`config.mk`:
```
export PLATFORM = sky130hd
export DESIGN_NAME = ccd_timing_generator
export DESIGN_NICKNAME = d
export VERILOG_FILES = /design/src/rtl/ccd_timing_generator.sv
export SDC_FILE = /design/constraint.sdc
export NUM_CORES = 1
export LEC_CHECK = 0
export ABC_AREA = 1
export CORE_ASPECT_RATIO = 1.1
export CORE_UTILIZATION = 30
export DETAILED_ROUTE_END_ITERATION = 8
export GPL_ROUTABILITY_DRIVEN = 0
export RECOVER_POWER = 25
export SYNTH_ARGS = -nofsm -noshare
export SYNTH_HDL_FRONTEND = slang
export SYNTH_SLANG_ARGS = --single-unit
```
`constraint.sdc`:
```
create_clock -name i_clk -period 3 [get_ports i_clk]
set_input_delay 0.45 -clock i_clk [delete_from_list [all_inputs] [get_ports i_clk]]
set_output_delay 0.45 -clock i_clk [all_outputs]
set_load 0.05 [all_outputs]
```
`src/rtl/ccd_timing_generator.sv`:
```
// ccd_timing_generator: linear-CCD clock sequencer (phi_p / phi_r / phi_l1 / phi_l2).
// Sequence: SHIFT (N_PIXELS four-quarter periods), optional HOLD, PULSE, then SHIFT again.
// Single-shot mode returns to IDLE after SHIFT; continuous mode loops.
// Optional build macro CCD_TIMING_SAMPLE_STROBE_EN adds o_sample, an ADC strobe at the end of q1.
// All outputs are registered. Each one lags the internal state by one clock.
module ccd_timing_generator #(
    parameter int unsigned N_PIXELS     = 2052,
    parameter int unsigned PHASE_CYCLES = 1,
    parameter int unsigned PULSE_CYCLES = 18,
    parameter int unsigned CNT_W        = 32,
    parameter int unsigned PIX_W        = 12
) (
    input  logic             i_clk,
    input  logic             i_rst,
    input  logic             i_enable,
    input  logic             i_mode,
    input  logic             i_start,
    input  logic [CNT_W-1:0] i_t_int,
    output logic             o_phi_p,
    output logic             o_phi_r,
    output logic             o_phi_l1,
    output logic             o_phi_l2,
    output logic             o_busy,
    output logic             o_frame_done,
    output logic [PIX_W-1:0] o_pixel_idx
`ifdef CCD_TIMING_SAMPLE_STROBE_EN
    ,
    output logic             o_sample
`endif
);

    localparam int unsigned PH_W = (PHASE_CYCLES > 1) ? $clog2(PHASE_CYCLES) : 1;
    localparam int unsigned PU_W = (PULSE_CYCLES > 1) ? $clog2(PULSE_CYCLES) : 1;

    typedef enum logic [1:0] {
        IDLE  = 2'd0,
        SHIFT = 2'd1,
        HOLD  = 2'd2,
        PULSE = 2'd3
    } state_t;

    state_t            state, state_nxt;
    logic [PH_W-1:0]   ph_cnt;
    logic [1:0]        quarter;
    logic [PIX_W-1:0]  pix_cnt;
    logic [PU_W-1:0]   pulse_cnt;
    logic [CNT_W-1:0]  int_cnt;
    logic [CNT_W-1:0]  int_inc;
    logic [CNT_W-1:0]  t_lat;
    logic              clr;
    logic              ph_last;
    logic              period_last;
    logic              line_last;
    logic              hold_done;
    logic              pulse_last;
    logic              enter_shift;

    logic              phi_p_d, phi_r_d, phi_l1_d, phi_l2_d, busy_d, done_d;
    logic [PIX_W-1:0]  pix_d;
`ifdef CCD_TIMING_SAMPLE_STROBE_EN
    logic              sample_d;
`endif

    assign clr         = i_rst | ~i_enable;
    assign ph_last     = (ph_cnt == PH_W'(PHASE_CYCLES - 1));
    assign period_last = ph_last && (quarter == 2'd3);
    assign line_last   = period_last && (pix_cnt == PIX_W'(N_PIXELS - 1));
    // Saturating increment. HOLD ends on the cycle whose incremented count reaches
    // t_lat, so that SHIFT plus HOLD spans t_lat clocks (never fewer than one HOLD clock).
    assign int_inc     = (int_cnt == '1) ? int_cnt : int_cnt + CNT_W'(1);
    assign hold_done   = (int_inc >= t_lat);
    assign pulse_last  = (pulse_cnt == PU_W'(PULSE_CYCLES - 1));
    assign enter_shift = (state_nxt == SHIFT) && (state != SHIFT);

    // Next-state logic
    always_comb begin
        state_nxt = state;
        case (state)
            IDLE:  if (i_start || !i_mode) state_nxt = SHIFT;
            SHIFT: if (line_last)          state_nxt = i_mode ? IDLE : HOLD;
            HOLD:  if (hold_done)          state_nxt = PULSE;
            PULSE: if (pulse_last)         state_nxt = SHIFT;
            default:                       state_nxt = IDLE;
        endcase
    end

    // State register, shift counters, integration counter and t_int latch
    always_ff @(posedge i_clk) begin
        if (clr) begin
            state     <= IDLE;
            ph_cnt    <= '0;
            quarter   <= '0;
            pix_cnt   <= '0;
            pulse_cnt <= '0;
            int_cnt   <= '0;
            t_lat     <= '0;
        end else begin
            state <= state_nxt;

            if (enter_shift) begin
                t_lat   <= i_t_int;
                int_cnt <= '0;
                ph_cnt  <= '0;
                quarter <= '0;
                pix_cnt <= '0;
            end else begin
                if (state == SHIFT || state == HOLD)
                    int_cnt <= int_inc;
                if (state == SHIFT) begin
                    ph_cnt <= ph_last ? '0 : ph_cnt + PH_W'(1);
                    if (ph_last)
                        quarter <= quarter + 2'd1;
                    if (period_last)
                        pix_cnt <= pix_cnt + PIX_W'(1);
                end
            end

            pulse_cnt <= (state == PULSE) ? pulse_cnt + PU_W'(1) : '0;
        end
    end

    // Output decode from current state and phase
    always_comb begin
        phi_p_d  = 1'b0;
        phi_r_d  = 1'b0;
        phi_l1_d = 1'b0;
        phi_l2_d = 1'b0;
        busy_d   = (state != IDLE);
        done_d   = 1'b0;
        pix_d    = '0;
`ifdef CCD_TIMING_SAMPLE_STROBE_EN
        sample_d = 1'b0;
`endif
        case (state)
            SHIFT: begin
                phi_r_d  = (quarter == 2'd0);
                phi_l2_d = ~quarter[1];
                phi_l1_d = quarter[1];
                pix_d    = pix_cnt;
                done_d   = line_last;
`ifdef CCD_TIMING_SAMPLE_STROBE_EN
                sample_d = (quarter == 2'd1) && ph_last;
`endif
            end
            PULSE: begin
                phi_p_d  = 1'b1;
                phi_r_d  = 1'b1;
                phi_l2_d = 1'b1;
            end
            default: ;
        endcase
    end

    // Output registers
    always_ff @(posedge i_clk) begin
        if (clr) begin
            o_phi_p      <= 1'b0;
            o_phi_r      <= 1'b0;
            o_phi_l1     <= 1'b0;
            o_phi_l2     <= 1'b0;
            o_busy       <= 1'b0;
            o_frame_done <= 1'b0;
            o_pixel_idx  <= '0;
`ifdef CCD_TIMING_SAMPLE_STROBE_EN
            o_sample     <= 1'b0;
`endif
        end else begin
            o_phi_p      <= phi_p_d;
            o_phi_r      <= phi_r_d;
            o_phi_l1     <= phi_l1_d;
            o_phi_l2     <= phi_l2_d;
            o_busy       <= busy_d;
            o_frame_done <= done_d;
            o_pixel_idx  <= pix_d;
`ifdef CCD_TIMING_SAMPLE_STROBE_EN
            o_sample     <= sample_d;
`endif
        end
    end

endmodule

```
======== Word level (Yosys, flattened, before mapping) ========
Cells that the tools add are included.
storage, ports and cells
  logic and storage cells ................. 60
  bits in registers ....................... 104
  input bits .............................. 37
cells by class
  bitwise operators ....................... 6
  reductions and logical operators ........ 14
  $lt $le $gt $ge ......................... 1
  equal/unequal tests ..................... 9
  multiplexer cells ....................... 11
  add/sub/neg operators ................... 5
operator list
  kind                   number
  $add 32x1->32 const B  1
  $eq 32x32->1 const B   1
  $ge 32x32->1           1
  $mux 32                1
  $add 12x1->12 const B  1
  $eq 12x12->1 const B   1
  $mux 2                 5
  $pmux 2 s4             1
  $eq 2x2->1 const B     3
  $reduce_or 2->1        3
  $add 5x1->5 const B    1
  $eq 5x5->1 const B     1
  $not 1->1              5
  $eq 2x1->1 const B     2
  $logic_not 2->1        2
  $pmux 1 s2             2
  $reduce_and 2->1       2
  $logic_and 1x1->1      3
  $add 2x1->2 const B    1
  $logic_or 1x1->1       2
  $mux 1                 2
  $ne 2x1->1 const B     1
  $reduce_bool 2->1      1
  $add 1x1->1 const B    1
  other kinds (2)        2

======== Longest topological paths before layout ========
  word-level depth ........................ 8
  mapped depth ............................ 28

======== Worst setup path before layout ========
Ideal clock, no wire load.
  path type ............................... reg-to-reg
  from .................................... register int_cnt[0]
  to ...................................... register t_lat[22]
  stages on the path, launching flop included .. 23
  buffers on the path ..................... 1
  arrival time ............................ 2.983 ns
  slack ................................... -0.093 ns
  cells stage by stage .................... dfxtp_1 > ha_1 > nand2_1 > nor2_1 > nand2_1 > nor2_1 > nand4_1 > nor3_1 > nand2_1 > xor2_1 > ha_1 > nand2_1 > nor2_1 > nand2_1 > nor2_1 > nand4_1 > nand3_1 > nand2_1 > nand2_2 > clkbuf_1 > nand4_1 > nand2_1 > nor2_1
between the ends
  word-level cells in the longest chain between the ends .. 7
  elaborated cells on any way between the ends .. 8
  those cells by class .................... add/sub: 1; order compare: 1; eq/ne: 2; mux: 3; reduce/logical: 1
RTL lines
  what                                                  line  RTL
  start, declared                                       47    logic [CNT_W-1:0] int_cnt;
  start signal, assigned                                108   int_cnt <= int_inc;
  $add 32x1->32 / $eq 32x32->1 (equally long branches)  70    assign int_inc = (int_cnt == '1) ? int_cnt : int_cnt + CNT_W'(1);
  $mux 32 *                                             70
  via int_inc[28]                                       48    logic [CNT_W-1:0] int_inc;
  $ge 32x32->1 *                                        71    assign hold_done = (int_inc >= t_lat);
  $mux 2 *                                              81    HOLD: if (hold_done) state_nxt = PULSE;
  $pmux 2 s4 *                                          78    case (state)
  $eq 2x1->1 *                                          73    assign enter_shift = (state_nxt == SHIFT) && (state != SHIFT);
  $logic_and 1x1->1 *                                   73
  end signal, assigned                                  101   t_lat <= i_t_int;
  end, declared                                         49    logic [CNT_W-1:0] t_lat;
The timed path passes the listed nets; every way through them passes the cells marked *.
A chain may end at the register's enable or synchronous reset.

======== Worst setup path in the final report ========
  from .................................... register int_cnt[12]
  to ...................................... register t_lat[1]
between the ends
  word-level cells in the longest chain between the ends .. 7
  elaborated cells on any way between the ends .. 8
  those cells by class .................... add/sub: 1; order compare: 1; eq/ne: 2; mux: 3; reduce/logical: 1
RTL lines
  what               line
  $eq 32x32->1       70
  $mux 32            70
  via int_inc[1]     48
  $ge 32x32->1       71
  $mux 2             81
  $pmux 2 s4         78
  $eq 2x1->1         73
  $logic_and 1x1->1  73
The timed path passes the listed nets, and every way through them passes these cells.

==> results by group <==
Outcome
  – Status: complete, but fails checks
  – Violated checks: negative setup slack

Power and ir drop
  – Share of power burned in registers: 0.423
  – Clk network pwr share: 0.385
  – Peak supply drop: 0.329 mV
  – Pwr Density: 402 mW/mm2
  – Switching Fraction: 0.282
  – Leakage power: 3.80 nW
  – Internal: 2.40 mW
  – Net Switching: 944 uW
  – Combinational power share: 0.192
  – Pwr Total: 3.35 mW

Layout
  – Share of cells above drive strength 1: 0.210
  – Post-layout util: 0.430
  – Fill cell count: 1973
  – Post-layout instance count excluding filler cells: 1298
  – Most frequent cells in the layout: nand2_1, inv_1, nor2_1, dfxtp_1, buf_4
  – Nets: 1126
  – # diodes: 0
  – Area grow syn2layout: 38.8%
  – Final instance area: 0.00833 mm2
  – Commonest non-fill, non-tap cell in the layout: nand2_1

Routing
  – Vias per cell: 4.52
  – Via count: 5861
  – DRC errors left: 0
  – ANT nets after route: 0
  – Drt pass-1 iters: 4
  – WL final: 16500 um
  – Drt initial violations: 269
  – Drt wl/cell: 12.7 um

Synthesis
  – Syn Inst Count: 908
  – Count of different cell masters after synthesis: 31
  – Seq/Total Area, Yosys: 0.344
  – #FFs+latches synth: 103
  – Synth Cell Area: 0.00600 mm2
  – YS warnings: 0
  – Syn_nets: 988
  – Avg Cell Area, Syn: 6.61 um2

Worst hold path
  – Hold Path Class: register to register
  – Hold Path Cell Cnt: 1
  – Worst Hold Launch: pulse_cnt[0]

Worst setup path
  – Worst path required time: 3.29 ns
  – Critical Path End Type: register
  – Worst reg2reg startpoint: int_cnt[12]
  – Critical Path AT: 3.60 ns
  – Critical Setup Path Class: register to register
  – Worst setup path start: int_cnt[12]
  – CP Launch Type: register
  – FF-to-FF path depth: 27
  – CP max FO: 8

Floorplanning
  – Core Area: 0.0194 mm2
  – Die height: 150 um
  – Num rows: 53
  – Die area: 0.0206 mm2
  – Starting Density: 0.310
  – Die X: 137 um
  – Top-level port count: 55

Clock network
  – Root buffer cell: clkbuf_16
  – CTS buffer count: 9
  – CTS HTree Levels: 3
  – Clk slew on worst S/H paths: 0.07 ns
  – CTS tree: yes
  – Post-CTS Hold Buffers: 0
  – Skew-Pair Late Insertion Delay: 0.36 ns
  – # clock sinks: 103
  – Buffer depth of the longest clock path: 2

Placed design
  – DP Area: 0.00747 mm2
  – DPL Wire Length: 11600 um
  – Worst slack, placed: -0.340 ns
  – Placed cells: 1270
  – Port bufs: 54

Global routing
  – Total GRT Usage: 0.163
  – Largest net degree at the start of global routing: 37
  – Vias in the first global route: 5805
  – Total grt overflow: 0
  – Initial antenna violation count: 0
  – First-pass GRT wire length: 26600 um

Timing
  – Slew headroom: 0.599
  – RSZ-0062 raised after global routing: true
  – Setup TNS: -19.74 ns
  – Final-report setup violation count: 79
  – Minimum clock period: 3.31 ns
  – Final worst slack: -0.305 ns
  – Worst hold margin: 0.473 ns
  – Max Slew Vio Count: 0
  – F_max: 303 MHz
  – Final Cycle Share: 1.10
  – Clock skew: 0.00829 ns
  – Count of final hold-check violations: 0
  – Actual slew at the worst max-slew pin: 0.600 ns

Flow run
  – Max-Cap Viols: 0
sequential cells by signal, indices dropped and copies added (netlist names):
signal and count:
int_cnt 32, o_busy 1, o_frame_done 1, o_phi_p 1
t_lat 32, o_phi_l1 1, o_pixel_idx 12, quarter 2
o_phi_r 1, state 2, pulse_cnt 5, pix_cnt 12
o_phi_l2 1
critical path, stage by stage (launching register included):
cell       delay [ns]
dfxtp_2          0.34
nand2_2          0.07
nor3_2           0.18
buf_4            0.16
nand2_4          0.05
nor2_4           0.10
nand4_1          0.22
buf_6            0.22
mux2i_1          0.14
inv_1            0.10
ha_4             0.28
nand2_2          0.04
nand2_1          0.05
nand2_1          0.05
nand2_1          0.05
nand2_1          0.05
nand2_2          0.08
nand2_2          0.05
nand2_2          0.07
nand2_1          0.05
nand3_1          0.07
nand2_1          0.07
nand2_2          0.09
nand3_4          0.18
clkbuf_16        0.27
nand2_1          0.06
inv_1            0.04
nor2_1           0.10
timing repair:
action | in CTS | in global routing
pin swaps | 15 | 37
endpoints found under the setup margin | 79 | 79
setup buffers | 6 | 3
gates resized for setup | 34 | 80
cloned | 1 | 4
cells in the mapped netlist:
cell	number	area, um2
xnor2_1	2	17.5
clkbuf_1	18	67.6
a21oi_2	3	26.3
o21a_1	2	15.0
nand2_1	219	822
nor4_2	1	12.5
nor3_1	22	110
a21oi_4	1	16.3
nor2_1	147	552
nor3b_1	1	7.51
o21ai_0	12	60.1
a21oi_1	49	245
dfxtp_1	103	2060
nand2_4	1	11.3
nor4_1	8	50.1
buf_2	11	55.1
nand3_4	1	17.5
o311ai_0	1	8.76
nand4_1	43	269
inv_2	2	7.51
mux2i_1	1	10.0
ha_1	43	538
a21o_1	1	7.51
nand2_2	1	6.26
xor2_1	32	280
nor4b_1	1	8.76
o21ai_1	2	10.0
or2_2	1	6.26
buf_6	1	11.3
inv_1	162	608
nand3_1	16	80.1
worst paths after layout:
| check | endpoint | slack, ns |
|---|---|---|
| setup reg to reg | t_lat[1] | -0.31 |
| hold reg to reg | pulse_cnt[0] | 0.47 |
| setup / recovery | t_lat[1] | -0.31 |
| hold / removal | pulse_cnt[0] | 0.47 |
power by group through the flow:
| stage | registers, mW | logic, mW | clock network [mW] |
|---|---|---|---|
| 5_1_grt | 1.42 | 0.722 | 1.36 |
| 3_5_place_dp | 1.45 | 0.537 | 0 |
| 6_report | 1.42 | 0.643 | 1.29 |
| 2_1_floorplan | 1.45 | 0.349 | 0 |
| 3_3_place_gp | 1.45 | 0.534 | 0 |
| 4_1_cts | 1.42 | 0.568 | 1.32 |
routing by layer:
layer | share of wire | GRT usage
met1 | 0.45 | 0.193
met3 | 0.040 | 0.0296
met4 | 0.024 | 0.0538
met5 | 0 | 0
met2 | 0.49 | 0.294
area by class of cell:
| cell class | count | area (um2) | share of cell area |
|---|---|---|---|
| repair buffers | 157 | 1450 | 0.174 |
| clock inverters | 6 | 91.3 | 0.0110 |
| flip-flops and latches | 103 | 2080 | 0.250 |
| well taps | 247 | 309 | 0.0371 |
| clock buffers | 10 | 229 | 0.0275 |
| multi-input cells | 611 | 3550 | 0.427 |
| inverters | 164 | 616 | 0.0739 |
kinds of logic (layout without fill, tap and decap cells):
kind of cell,after synthesis,after routing,share of synthesized area
XOR/XNOR,34,34,0.0496
AO/OA/AOI/OAI,71,71,0.0649
adder cells (fa/ha/maj),43,43,0.0897
buffers and inverters,194,337,0.125
flip-flops,103,103,0.344
multiplexers,1,1,0.00167
AND/OR/NAND/NOR,462,462,0.326
(Power assumes the default switching activity.)
